<file path="src/rtl/npc_pkg.sv">
// Shared types and constants for the next-PC generator.
// Used by npc and npc_target_calc via import npc_pkg::*.
package npc_pkg;

    typedef logic [31:0] addr_t;

    localparam addr_t PC_INC = 32'd4;

    typedef enum logic [1:0] {
        SRC_PC4    = 2'd0,
        SRC_BRANCH = 2'd1,
        SRC_JUMP   = 2'd2,
        SRC_JR     = 2'd3
    } npc_src_e;

    // Number of control-transfer flags that are high.
    function automatic logic [2:0] flag_count(input logic a, input logic b,
                                              input logic c, input logic d);
        return {2'b00, a} + {2'b00, b} + {2'b00, c} + {2'b00, d};
    endfunction

endpackage

</file>
<file path="src/rtl/npc_target_calc.sv">
// Combinational candidate addresses: sequential (PC+4), branch and jump targets.
// All arithmetic wraps modulo 2^32.
module npc_target_calc
    import npc_pkg::*;
(
    input  logic [31:0] PC,
    input  logic [31:0] offset,
    input  logic [25:0] instr_index,
    output logic [31:0] pc4,
    output logic [31:0] branch_target,
    output logic [31:0] jump_target
);

    addr_t w_pc4;
    addr_t w_offset_bytes;

    assign w_pc4          = PC + PC_INC;
    // The word-to-byte shift drops offset[31:30]; those bits are sign copies anyway.
    assign w_offset_bytes = offset << 2;

    assign pc4           = w_pc4;
    assign branch_target = w_pc4 + w_offset_bytes;
    assign jump_target   = {w_pc4[31:28], instr_index, 2'b00};

endmodule

</file>
<file path="src/rtl/npc.sv">
// Next-PC generator: priority select (jr > jal > bgtz > beq), redirect counter,
// and an optional sticky conflicting-flag error enabled by NPC_SEL_CHECK_EN.
module npc
    import npc_pkg::*;
(
    input  logic        clk,
    input  logic        rst_n,
    input  logic        zero,
    input  logic        greater,
    input  logic [31:0] PC,
    input  logic [31:0] offset,
    input  logic [31:0] jr_add,
    input  logic [25:0] instr_index,
    input  logic        beq,
    input  logic        bgtz,
    input  logic        jal,
    input  logic        jr,
    output logic [31:0] NPC,
    output logic [31:0] link_addr,
    output logic        redirect,
    output logic [31:0] redirect_cnt
`ifdef NPC_SEL_CHECK_EN
    ,
    output logic        sel_err
`endif
);

    addr_t    w_pc4;
    addr_t    w_branch_target;
    addr_t    w_jump_target;
    npc_src_e w_src;
    addr_t    r_redirect_cnt;

    npc_target_calc u_target_calc (
        .PC            (PC),
        .offset        (offset),
        .instr_index   (instr_index),
        .pc4           (w_pc4),
        .branch_target (w_branch_target),
        .jump_target   (w_jump_target)
    );

    always_comb begin
        w_src = SRC_PC4;
        if (jr) begin
            w_src = SRC_JR;
        end else if (jal) begin
            w_src = SRC_JUMP;
        end else if (bgtz && greater) begin
            w_src = SRC_BRANCH;
        end else if (beq && zero) begin
            w_src = SRC_BRANCH;
        end
    end

    always_comb begin
        NPC = w_pc4;
        unique case (w_src)
            SRC_PC4:    NPC = w_pc4;
            SRC_BRANCH: NPC = w_branch_target;
            SRC_JUMP:   NPC = w_jump_target;
            SRC_JR:     NPC = jr_add;
            default:    NPC = w_pc4;
        endcase
    end

    assign link_addr = w_pc4;
    assign redirect  = (w_src != SRC_PC4);

    always_ff @(posedge clk or negedge rst_n) begin
        if (!rst_n) begin
            r_redirect_cnt <= '0;
        end else if (redirect) begin
            r_redirect_cnt <= r_redirect_cnt + 32'd1;
        end
    end

    assign redirect_cnt = r_redirect_cnt;

`ifdef NPC_SEL_CHECK_EN
    logic w_multi_flag;
    logic r_sel_err;

    assign w_multi_flag = (flag_count(beq, bgtz, jal, jr) > 3'd1);

    // Sticky: once a decode conflict is seen it stays visible until reset.
    always_ff @(posedge clk or negedge rst_n) begin
        if (!rst_n) begin
            r_sel_err <= 1'b0;
        end else if (w_multi_flag) begin
            r_sel_err <= 1'b1;
        end
    end

    assign sel_err = r_sel_err;
`endif

endmodule

</file>
<file path="config.mk">
export PLATFORM = sky130hd
export DESIGN_NAME = npc
export DESIGN_NICKNAME = d
export VERILOG_FILES = /design/src/rtl/npc_pkg.sv /design/src/rtl/npc_target_calc.sv /design/src/rtl/npc.sv
export SDC_FILE = /design/constraint.sdc
export NUM_CORES = 1
export LEC_CHECK = 0
export CAP_MARGIN = 20
export CORE_MARGIN = 8
export CORE_UTILIZATION = 33
export CTS_CLUSTER_SIZE = 20
export DETAILED_ROUTE_END_ITERATION = 16
export MAX_ROUTING_LAYER = met4
export PLACE_DENSITY_LB_ADDON = 0.15
export SLEW_MARGIN = 10
export SYNTH_ARGS = -nofsm -noshare
export SYNTH_HDL_FRONTEND = slang
export SYNTH_SLANG_ARGS = --single-unit
</file>
<file path="constraint.sdc">
create_clock -name clk -period 4.4 [get_ports clk]
set_input_delay 0.88 -clock clk [delete_from_list [all_inputs] [get_ports clk]]
set_output_delay 0.88 -clock clk [all_outputs]
set_load 0.005 [all_outputs]
</file>
==> results of run 1 <==
-- worst max-delay path, stage by stage --
cell and delay [ns]:
buf_8 0.09, ha_4 0.14, buf_4 0.12, buf_4 0.10, nand4_1 0.15, xnor2_2 0.20, ha_4 0.32, nand3_2 0.08
o211ai_1 0.42, a21oi_4 0.12, a221oi_4 0.33, buf_4 0.17, o21ai_2 0.06, o21ai_2 0.17, xor2_2 0.10, and3_1 0.19
o31ai_2 0.22, buf_2 0.16
-- cell families after synthesis --
family	count (synthesis)
flops	32
simple gates	197
mux	4
buf+inv	42
xor+xnor	82
fa+ha+maj	37
compound gates	150
-- what timing repair did --
action,in CTS,in global routing
buffers inserted,26,18
pin swaps,114,77
setup endpoints to repair,31,25
hold buffers,0,0
gates resized for setup,228,76
-- worst paths after layout --
| kind | from | to |
|---|---|---|
| max in group asynchronous | rst_n | redirect_cnt[27] |
| max | PC[3] | NPC[31] |
| min reg2reg | redirect_cnt[31] | redirect_cnt[31] |
| min in group asynchronous | rst_n | redirect_cnt[13] |
| min | redirect_cnt[31] | redirect_cnt[31] |
| max reg2reg | redirect_cnt[0] | redirect_cnt[30] |
-- synth_stat cells, drive strengths merged, types with 6 or more instances --
cell / count / area [µm²]
a21o: 15 / 113
a21oi: 53 / 277
a221o: 6 / 60.1
a221oi: 7 / 80.1
a222oi: 13 / 130
a22oi: 10 / 80.1
and3: 14 / 92.6
buf: 8 / 48.8
clkbuf: 16 / 60.1
dfrtp: 32 / 801
ha: 36 / 450
inv: 18 / 67.6
nand2: 52 / 195
nand3: 31 / 155
nand4: 16 / 106
nor2: 53 / 199
nor2b: 6 / 37.5
o21ai: 19 / 103
xnor2: 63 / 552
xor2: 19 / 166
-- power groups by stage --
stage / sequential (mW) / clock, mW / combinational, mW
after floorplan: 0.374 / 0 / 0.390
after global placement: 0.379 / 0 / 0.925
after detailed placement: 0.381 / 0 / 0.941
after CTS: 0.377 / 0.400 / 1.02
after global routing: 0.383 / 0.408 / 1.20
final: 0.377 / 0.391 / 1.12
-- cell type report --
type	count	area, µm²	area share
clock inverter	3	42.5	0.00462
timing repair buffer	430	3750	0.408
sequential	32	801	0.0871
inverter	18	67.6	0.00734
multi-input combinational	470	4200	0.456
tap	172	215	0.0234
clock buffer	5	125	0.0136
-- metrics by stage --
stage                     instances  hold WS (ns)  setup WS, ns
after floorplan                 544         0.468       -0.0194
after global placement         1080         0.469         -1.32
after detailed placement       1080         0.482         -1.40
after CTS                      1113         0.492        -0.544
after global routing           1130         0.498        -0.648
final                          1130         0.492        -0.518
-- routing by layer --
metal  GRT usage  part of all wire
met2       0.414              0.50
met1       0.267              0.41
met3      0.0349             0.063
met5           -                 0
met4      0.0567             0.024
-- cell usage in the layout, fill, tap and decap left out, drive strengths merged, types with 4 or more instances in the layout --
cell type,Yosys,final
xor2,19,19
buf,8,238
ha,36,36
dfrtp,32,32
clkbuf,16,10
nand3,31,31
a22oi,10,10
a21oi,53,53
a21o,15,15
clkdlybuf4s50,0,179
and4,5,5
a222oi,13,13
nor2b,6,6
nand2,52,52
nand2b,5,5
and3,14,14
a221oi,7,7
o21ai,19,19
dlymetal6s2s,0,5
mux2i,4,4
nor2,53,53
inv,18,18
nor3,5,5
xnor2,63,63
nand4,16,16
a221o,6,6
==> metrics, run 1 <==
run status finished, violations left; failing checks setup timing; Placeable Area 12600 µm²; setup TNS -6.50 ns; Port Buf Inserts 224; layout cells sized above 1 0.410; Worst Setup Path Type primary input to primary output; main combinational cell family by area after synthesis compound AO/OA/AOI/OAI gates; Layout Utilization 0.729; worst skew pair latency 0.28 ns; Sw Ratio 0.346; Critical Path AT 4.04 ns; Yosys reg bits 32; Nets 1124; Seq pwr share 0.200; Compound-Gate Fraction of Synth Area 0.252; H-tree levels 2; adder-cell area share of the yosys netlist 0.110; vias per std cell 5.27; fin area 9200 µm²; fillers 959; Syn Area/Cell 7.83 µm²; number of synthesized flops with an enable pin 0; sequential share of the synthesized area 0.188; Initial Util 0.338; vias in the first global route 6145; cell-internal power 1.24 mW; actual slew at the worst max-slew pin 0.599 ns; power density cells 206 nW/µm²; placed cell areas 8060 µm²; row cnt 41; Hold Crit Class flip-flop to flip-flop; Hold Violations, Final 0; worst reg2reg setup slack 2.11 ns; worst setup margin -0.518 ns; clk slew on worst S/H paths 0.05 ns; Leakage 4.16 nW; Root Driver clkbuf_16; number of flip-flops in the largest register 32; gate count after technology mapping 544; WL final 21400 µm; CTS Buffer Depth 2; antenna-violating nets left 0; io pins 227; crit start category primary input; CP required 3.52 ns; Netlist cell types 64; die extent in x 130 µm; clock network fraction of design power 0.207; Peak Freq 203 MHz; total gr overflow 0; unrepaired setup endpoints after global routing true; CTS tree built; fraction of registers with async set/reset 1.00; Iter 0 DRT Violations 431; Switch Pwr 654 µW; Die H 130 µm; post-synthesis mux area share 0.00940; DR pass1 iterations 5; period utilisation layout 1.12; Rel. slew slack 0.599; YS warnings 0; final setup violating endpoints 22; Worst Reg-to-Reg Cells 8; Synth Area in Simple Gates 0.230; largest net degree at the start of global routing 33; critical path peak fanout 5; Max Cap Violations 0; fin. max-slew vios 0; Syn Nets 711; initial antenna violation count 0; Synth Cell Area 4260 µm²; combinational power share 0.594; Synth Area in XOR/XNOR 0.169; fin crit period 4.92 ns; WL/cell 18.9 µm; vias 5950; overall power 1.89 mW; Worst Hold Depth 1; die area 16800 µm²; global-route wire length before repair 30600 µm; maximum VDD drop 0.000167 V; Worst setup EP type primary output; GPL Wtd Cong 0.864; Layout area overhead 116%; sink count of the clock tree 32; GRT Resource Usage Total 0.232; ANT cells 0; Remaining DRCs 0; Worst Skew 0.00486 ns; DP Wirelength 15700 µm; CTS Buf Count 5; ys flop type dfrtp_1
(Power assumes the default switching activity.)
==> inputs of run 2 (changes only) <==
--- a/config.mk
+++ b/config.mk
@@ -5,9 +5,11 @@
 export SDC_FILE = /design/constraint.sdc
 export NUM_CORES = 1
 export LEC_CHECK = 0
+export ABC_CLOCK_PERIOD_IN_PS = 4400
 export CAP_MARGIN = 20
 export CORE_MARGIN = 8
 export CORE_UTILIZATION = 33
+export CTS_BUF_LIST = sky130_fd_sc_hd__clkbuf_2
 export CTS_CLUSTER_SIZE = 20
 export DETAILED_ROUTE_END_ITERATION = 16
 export MAX_ROUTING_LAYER = met4
==> metrics, run 2 (same netlist as run 1, synthesis figures left out) <==
WL/cell 19.3 µm (was 18.9 µm); Rel. slew slack 0.593 (was 0.599); WL final 22000 µm (was 21400 µm); Top delay family on crit path compound AO/OA/AOI/OAI gates (unchanged); Hold Crit Class flip-flop to flip-flop (unchanged); Leakage 4.20 nW (was 4.16 nW); global-route wire length before repair 30800 µm (was 30600 µm); Nets 1129 (was 1124); clock network fraction of design power 0.117 (was 0.207); Hold Violations, Final 0 (unchanged); combinational power share 0.667 (was 0.594); final setup violating endpoints 21 (was 22); largest net degree at the start of global routing 33 (unchanged); unrepaired setup endpoints after global routing true (unchanged); CTS Buffer Depth 2 (unchanged); most frequent cells in the layout buf_4, clkdlybuf4s50_1, nor2_1 (unchanged); die area 16800 µm² (unchanged); Peak Freq 199 MHz (was 203 MHz); Worst setup EP type primary output (unchanged); Remaining DRCs 0 (unchanged); fin. max-slew vios 0 (unchanged); row cnt 41 (unchanged); sink count of the clock tree 32 (unchanged); vias per std cell 5.30 (was 5.27); fin crit period 5.03 ns (was 4.92 ns); CP required 3.52 ns (about the same); clk slew on worst S/H paths 0.16 ns (was 0.05 ns); GPL Wtd Cong 0.864 (unchanged); DR pass1 iterations 6 (was 5); antenna-violating nets left 0 (unchanged); cell-internal power 1.09 mW (was 1.24 mW); Register Area 801 µm² (unchanged); Layout Utilization 0.739 (was 0.729); Layout area overhead 119% (was 116%); Critical Path AT 4.15 ns (was 4.04 ns); worst-path cell chain buf_8 > nand4_4 > nor3_4 > buf_6 > nand4_1 > xnor2_2 > ha_1 > a21oi_2 > nand3_2 > a21oi_4 > a221oi_4 > a221o_1 > buf_6 > a221oi_4 > xnor2_1 > nand2_1 > a21oi_2 > buf_2 (was buf_8 > ha_4 > buf_4 > buf_4 > nand4_1 > xnor2_2 > ha_4 > nand3_2 > o211ai_1 > a21oi_4 > a221oi_4 > buf_4 > o21ai_2 > o21ai_2 > xor2_2 > and3_1 > o31ai_2 > buf_2); Worst Skew 0.0146 ns (was 0.00486 ns); Placeable Area 12600 µm² (unchanged); failing checks setup timing (unchanged); worst setup margin -0.625 ns (was -0.518 ns); area occupied by multi-input gates 4330 µm² (was 4200 µm²); Worst Setup Path Type primary input to primary output (unchanged); Buf/Inv on CP 4 (was 5); actual slew at the worst max-slew pin 0.609 ns (was 0.599 ns); vias 6016 (was 5950); Critical-path top delay cell a221o_1 (was o211ai_1); total gr overflow 0 (unchanged); ANT cells 0 (unchanged); run status finished, violations left (unchanged); CTS tree built (unchanged); maximum VDD drop 0.000106 V (was 0.000167 V); H-tree levels 2 (unchanged); DP Wirelength 15700 µm (unchanged); worst skew pair latency 0.38 ns (was 0.28 ns); Sw Ratio 0.376 (was 0.346); number of flip-flops in the largest register 32 (unchanged); DP Worst Slack -1.40 ns (unchanged); Switch Pwr 653 µW (was 654 µW); most used routing layer met2 (unchanged); overall power 1.74 mW (was 1.89 mW); fillers 931 (was 959); Die H 130 µm (unchanged); Initial Util 0.338 (unchanged); Root Driver clkbuf_2 (was clkbuf_16); Seq pwr share 0.217 (was 0.200); vias in the first global route 6204 (was 6145); Max Cap Violations 0 (unchanged); GRT Resource Usage Total 0.233 (was 0.232); power density cells 186 nW/µm² (was 206 nW/µm²); M3 GR Usage 0.0320 (was 0.0349); crit start category primary input (unchanged); largest stage delay on the critical path 0.36 ns (was 0.42 ns); die extent in x 130 µm (unchanged); period utilisation layout 1.14 (was 1.12); io pins 227 (unchanged); critical path peak fanout 6 (was 5); met1 Use GR 0.268 (was 0.267); most common cell after layout, fill and taps aside buf_4 (unchanged); initial antenna violation count 0 (unchanged); layout cells sized above 1 0.422 (was 0.410); met2 Track Usage GR 0.418 (was 0.414); Port Buf Inserts 224 (unchanged); setup TNS -6.82 ns (was -6.50 ns); Iter 0 DRT Violations 368 (was 431); CTS Buf Count 5 (unchanged)
## run 2: per-layer routing
metal | routed length, µm | share of wire
met5 | 0 | 0
met4 | 505 | 0.023
met3 | 1310 | 0.060
met2 | 11300 | 0.52
met1 | 8810 | 0.40
## run 2: worst register-to-register path, cell delays in order (launching register included)
cell and delay (ns):
dfrtp_1 0.48, ha_1 0.20, nand4_1 0.18, or2_1 0.33
nor2_1 0.22, and4_1 0.30, and4_4 0.28, nand3_1 0.10
xnor2_1 0.14
## run 2: worst paths after layout
path                             startpoint                to  slack (ns)  cells after the start
min in group asynchronous             rst_n  redirect_cnt[13]        0.87                      2
hold reg to reg            redirect_cnt[31]  redirect_cnt[31]        0.51                      1
hold / removal             redirect_cnt[31]  redirect_cnt[31]        0.51                      1
max in group asynchronous             rst_n  redirect_cnt[28]        3.22                      2
setup reg to reg            redirect_cnt[0]  redirect_cnt[28]        2.09                      8
setup / recovery                      PC[5]           NPC[29]       -0.63                     18
## run 2: cell type report
class,instances,area share
Multi-Input combinational cell,470,0.465
Clock inverter,3,0.00456
Timing Repair Buffer,435,0.412
Sequential cell,32,0.0858
Clock buffer,5,0.00268
Inverter,18,0.00724
Tap cell,172,0.0231
## run 2: timing repair
item,4_1_cts,5_1_grt
endpoints found under the setup margin,31,25
resized for setup,217,119
hold buffers,0,0
endpoints found under the hold margin,0,0
pin swaps,94,105
setup buffers,23,26
## run 2: stage by stage
step	instance area [µm²]	cells	hold WS (ns)
2_1_floorplan	4470	544	0.468
3_3_place_gp	8060	1080	0.469
3_5_place_dp	8060	1080	0.482
4_1_cts	8640	1109	0.506
5_1_grt	9330	1135	0.513
6_report	9330	1135	0.506
## run 2: power by group through the flow
stage / registers (mW) / logic, mW / clock network (mW)
after CTS: 0.376 / 1.02 / 0.206
after floorplan: 0.374 / 0.390 / 0
after global placement: 0.379 / 0.925 / 0
after detailed placement: 0.381 / 0.941 / 0
after global routing: 0.383 / 1.23 / 0.218
final: 0.376 / 1.16 / 0.203
